<file path="src/rtl/reg_file_if.sv">
// reg_file_if: read/write port bundle for the register file.
interface reg_file_if #(parameter int DATA_W = 32, parameter int ADDR_W = 5);
  logic              we;
  logic [ADDR_W-1:0] waddr;
  logic [DATA_W-1:0] wdata;
  logic [ADDR_W-1:0] raddr1;
  logic [ADDR_W-1:0] raddr2;
  logic [DATA_W-1:0] rdata1;
  logic [DATA_W-1:0] rdata2;
  modport master(output we, waddr, wdata, raddr1, raddr2, input rdata1, rdata2);
  modport slave(input we, waddr, wdata, raddr1, raddr2, output rdata1, rdata2);
endinterface

</file>
<file path="src/rtl/reg_file.sv">
// reg_file: 32x32 register file, two combinational read ports, one synchronous write port, r0 hardwired to 0.
// Defining REG_FILE_BYPASS_EN forwards a same-cycle write to matching read ports.
module reg_file #(
  parameter int DATA_W = 32,
  parameter int ADDR_W = 5
) (
  input logic       clk,
  input logic       rst_n,
  reg_file_if.slave bus
);
  localparam int N = 1 << ADDR_W;
  logic [DATA_W-1:0] regs [1:N-1];
  // Per-entry compare so an unknown enable can only touch the addressed entry.
  always_ff @(posedge clk or negedge rst_n)
    if (!rst_n)
      for (int i = 1; i < N; i++) regs[i] <= '0;
    else
      for (int i = 1; i < N; i++)
        if (bus.we && bus.waddr == ADDR_W'(i)) regs[i] <= bus.wdata;
  function automatic logic [DATA_W-1:0] rd(input logic [ADDR_W-1:0] a);
`ifdef REG_FILE_BYPASS_EN
    if (rst_n && bus.we && bus.waddr != '0 && bus.waddr == a) return bus.wdata;
`endif
    return a == '0 ? '0 : regs[a];
  endfunction
  always_comb begin
    bus.rdata1 = rd(bus.raddr1);
    bus.rdata2 = rd(bus.raddr2);
  end
endmodule

</file>
<file path="src/flat_wrapper.sv">
// flat-port wrapper written by rule: the top's interface ports become plain ports
module reg_file_flat 
#(
  parameter int DATA_W = 32,
  parameter int ADDR_W = 5
)
  (clk, rst_n, bus_we, bus_waddr, bus_wdata, bus_raddr1, bus_raddr2, bus_rdata1, bus_rdata2);
  reg_file_if #(.DATA_W(DATA_W), .ADDR_W(ADDR_W)) bus_i ();
  input logic clk;
  input logic rst_n;
  input wire logic [$bits(bus_i.we)-1:0] bus_we;
  input wire logic [$bits(bus_i.waddr)-1:0] bus_waddr;
  input wire logic [$bits(bus_i.wdata)-1:0] bus_wdata;
  input wire logic [$bits(bus_i.raddr1)-1:0] bus_raddr1;
  input wire logic [$bits(bus_i.raddr2)-1:0] bus_raddr2;
  output wire logic [$bits(bus_i.rdata1)-1:0] bus_rdata1;
  output wire logic [$bits(bus_i.rdata2)-1:0] bus_rdata2;
  assign bus_i.we = bus_we;
  assign bus_i.waddr = bus_waddr;
  assign bus_i.wdata = bus_wdata;
  assign bus_i.raddr1 = bus_raddr1;
  assign bus_i.raddr2 = bus_raddr2;
  assign bus_rdata1 = bus_i.rdata1;
  assign bus_rdata2 = bus_i.rdata2;
  reg_file #(.DATA_W(DATA_W), .ADDR_W(ADDR_W)) u_core (.clk(clk), .rst_n(rst_n), .bus(bus_i));
endmodule
</file>
<file path="config.mk">
export PLATFORM = sky130hd
export DESIGN_NAME = reg_file_flat
export DESIGN_NICKNAME = d
export VERILOG_FILES = /design/src/rtl/reg_file_if.sv /design/src/rtl/reg_file.sv /design/src/flat_wrapper.sv
export SDC_FILE = /design/constraint.sdc
export NUM_CORES = 2
export LEC_CHECK = 0
export BUFFER_PORTS_ARGS = -buffer_cell sky130_fd_sc_hd__buf_2
export CAP_MARGIN = 20
export CORE_UTILIZATION = 47
export DETAILED_ROUTE_END_ITERATION = 10
export GPL_TIMING_DRIVEN = 1
export PLACE_DENSITY = 0.75
export REMOVE_ABC_BUFFERS = 1
export SYNTH_ARGS = -nofsm -noshare
export SYNTH_HDL_FRONTEND = slang
export SYNTH_SLANG_ARGS = --single-unit
</file>
<file path="constraint.sdc">
create_clock -name clk -period 3.3 [get_ports clk]
set_input_delay 0.33 -clock clk [delete_from_list [all_inputs] [get_ports clk]]
set_output_delay 0.33 -clock clk [all_outputs]
set_load 0.02 [all_outputs]
</file>
==> results by group <==
Outcome
  – Status: complete, no violations

Setup path
  – Reg-to-Reg End: u_core.regs[902]
  – Cells traversed along the worst timing path: buf_2, buf_4, and3_2, buf_4, a22oi_1, nand4_1, buf_2
  – Kind of critical path: primary input to output port
  – Start point of the critical path: bus_raddr1[3]
  – Top Family by Delay on Critical Path: buffers and inverters
  – Longest individual stage delay on the worst path: 0.61 ns
  – Type of origin of the critical path: primary input
  – Crit. End Element: output port
  – Startpoint of the worst-slack reg-to-reg timing path: u_core.regs[902]
  – Buffering stage count on the worst path with inverters included: 4
  – R2r worst-path depth: 1
  – Worst-path cell with the longest stage delay: sky130_fd_sc_hd__and3_2
  – Worst EP required: between 2 and 3 ns
  – End point of the critical path: bus_rdata1[3]
  – Arrival time at the worst endpoint: 2.68 ns
  – Path length in cells of the critical path: 7
  – Reg-to-reg slack, setup: approximately 2.4 ns
  – Critical path peak fanout: 15

STA
  – Hold Vio Cnt, Final: 0
  – Final total negative setup slack: 0 ns
  – Worst hold slack: 0.269 ns
  – Share of the clock period used by the worst path after layout: 91.1%
  – Worst slew margin relative to its limit: 22.8%
  – Max Slew Vio Count: 0
  – Unrepaired setup endpoints after global routing: no
  – Worst Skew: 0 ns
  – Tightest Pin Transition: 1.16 ns
  – Final setup violation count: 0
  – Final critical-path required period: between 3 and 4 ns
  – Upper clock frequency limit: 0.333 GHz

Place
  – Routability cong.: 0.843
  – Number of input and output port buffers inserted: 113
  – Hpwl dp: about 98,000 um

Detailed routing
  – Via total after detailed routing: around 35k
  – Average wire per standard cell: 31.4 um
  – Final antenna-violating net count: 0
  – Detailed Route WL: 162,000 um
  – Count of routing violations after the opening detailed-route iteration: ~4k
  – Residual DRC: 0
  – Detailed-router iteration count before antenna repair: 7
  – Number of vias per cell: 6.82

Global routing
  – GRT overflow: 0
  – Global-route wire length before repair: approximately 240,000 um
  – Maximum number of pins on one net before global-route repair: 100
  – Number of global-route vias before repair: ~36k
  – Aggregate global-route resource usage: 29.0%
  – Initial antenna violation count: 3

Synth
  – Share of the synthesized area in the top cell type: 47.3%
  – Asr flop ratio synth: 100%
  – Commonest cells post-synth: sky130_fd_sc_hd__mux2_2 (1,044), sky130_fd_sc_hd__dfrtp_1 (992), sky130_fd_sc_hd__mux4_2 (383)
  – Count of yosys warnings during synthesis: 0
  – Average footprint of a synthesized cell: 14.7 um2
  – Cells taking the most area after synthesis: sky130_fd_sc_hd__dfrtp_1 (47%), sky130_fd_sc_hd__mux2_2 (22%), sky130_fd_sc_hd__mux4_2 (16%), sky130_fd_sc_hd__mux2i_1 (2.5%), sky130_fd_sc_hd__a22oi_1 (1.7%)
  – Sequential fraction of the synthesis area: 47.3%
  – EDFF count, synth: 0
  – Synth unique cells: 47
  – Post-Syn Instances: about 3.6k
  – Dominant cell type by area after synthesis: sky130_fd_sc_hd__dfrtp_1
  – Post-synth top flop: sky130_fd_sc_hd__dfrtp_1
  – Number of storage elements in the synthesis netlist: 992
  – Most numerous cell in the Yosys netlist: sky130_fd_sc_hd__mux2_2
  – Post-Synthesis Cell Area: 52,500 um2

Final layout
  – Net count reported at finish: about 3.6k
  – Layout cells sized above 1: 53.3%
  – Register containing the most flip-flops in the final layout: u_core.regs
  – Final-layout fill cell count: between 8k and 9k
  – P&R area growth vs syn: 12.9%
  – Number of flip-flops under the largest register name: 992
  – Registers with the most flip-flops: u_core.regs x992

Pwr
  – Clock Power Share: 34.0%
  – P_sw: 9.95 mW
  – Switching portion of total power: 27.6%
  – Reg power frac: 45.5%
  – Int Power: between 20 and 30 mW
  – Gate power share: between 20% and 30%
  – Pwr Density: 607 nW/um2
  – Worst voltage drop across the vdd grid: 0.000456 V
  – Static leakage power: 25.6 nW

Floorplan
  – Num ports: 114
  – Starting density of the core: ~47%
  – Core area: 111,000 um2
  – Width of the die: 336 um
  – Floorplan die area: 113,000 um2
  – Vertical die dimension: 336 um
  – Placement Rows: between 100 and 150

CTS
  – CTS sink count: 992
  – Clock latency on the worst-skew pair: approximately 0.68 ns
  – Maximum count of clock buffers along a single path: 3
  – Clock root buffer master: sky130_fd_sc_hd__clkbuf_16
  – Depth of the CTS H-tree: 3
  – Clk slew on worst S/H paths: 0.06 ns
  – TritonCTS clock tree: yes
  – Post-CTS setup repair buffer count: 0
  – TritonCTS buffer count: 103

Job
  – Maximum Capacitance Violations: 0

Hold path
  – Worst Hold Class: primary input to flop
cell families after synthesis:
kind of cell	count (synthesis)	synth area share, %
buf+inv	392	3.54
compound gates	347	4.96
simple gates	266	2.62
flops	992	47.3
mux	1572	41.6
stage by stage:
step           total power, mW  worst slack, ns  cells  cell area [um2]  utilization, %
6_report                  36.0            0.293   5174            59300            53.6
4_1_cts                   36.0            0.390   5172            59300            53.6
3_3_place_gp              23.4            0.386   4979            55700            50.3
5_1_grt                   37.3            0.285   5173            59300            53.6
2_1_floorplan             21.0            0.501   3180            50700               -
3_5_place_dp              23.8            0.449   4979            55700            50.3
final cells by class:
| type | count | area [um2] | share of cell area [%] |
|---|---|---|---|
| Antenna cell | 2 | 5.00 | 0.00844 |
| Clock buffer | 150 | 3020 | 5.10 |
| Clock inverter | 42 | 547 | 0.922 |
| Inverter | 3 | 11.3 | 0.0190 |
| Multi-Input combinational cell | 2185 | 26100 | 44.0 |
| Sequential cell | 992 | 24800 | 41.9 |
| Tap cell | 1488 | 1860 | 3.14 |
| Timing Repair Buffer | 312 | 2940 | 4.96 |
routing by layer:
layer	routed length (um)	global-route usage [%]	vias to the layer above
li1	-	-	13900
met1	66900	41.0	19000
met2	72900	43.2	1958
met3	16100	7.02	382
met4	6410	11.3	2
met5	11	0	-
cell usage in the layout (no fill, tap or decap), drive strengths merged, types with 6 or more instances in the layout:
cell	instances
o21ai	8
dfrtp	992
nand3	52
nand2b	33
a221oi	40
nor2	53
nor2b	16
mux4	383
mux2	1059
bufinv	10
mux2i	130
buf	311
nand2	37
o31a	31
clkinv	21
o22ai	64
inv	8
a31oi	11
a21oi	21
o211ai	9
nor3	37
a22oi	121
a22o	9
a221o	23
clkbuf	150
nand4	23
clkinvlp	6
what timing repair did:
action                                 4_1_cts  5_1_grt
hold buffers                                 1        0
gates resized for setup                      0        0
endpoints found under the hold margin       61        0
power by group through the flow:
stage,registers [mW],clock network [mW],logic [mW]
final,16.4,12.2,7.38
after detailed placement,16.5,0,7.32
after global routing,16.6,12.9,7.83
after CTS,16.3,12.4,7.36
after global placement,16.3,0,7.12
after floorplan,15.8,0,5.13
worst min path at each step:
stage	startpoint	slack [ns]	to	cells past startpoint
CTS	bus_wdata[1]	0.23	u_core.regs[449]	2
global placement	rst_n	0.37	u_core.regs[127]	1
global route	bus_wdata[28]	0.28	u_core.regs[124]	2
detailed placement	rst_n	0.38	u_core.regs[127]	1
finish	bus_wdata[27]	0.27	u_core.regs[475]	2
floorplan	rst_n	0.03	u_core.regs[0]	0
Note: power is estimated with default switching activity, not from simulation.
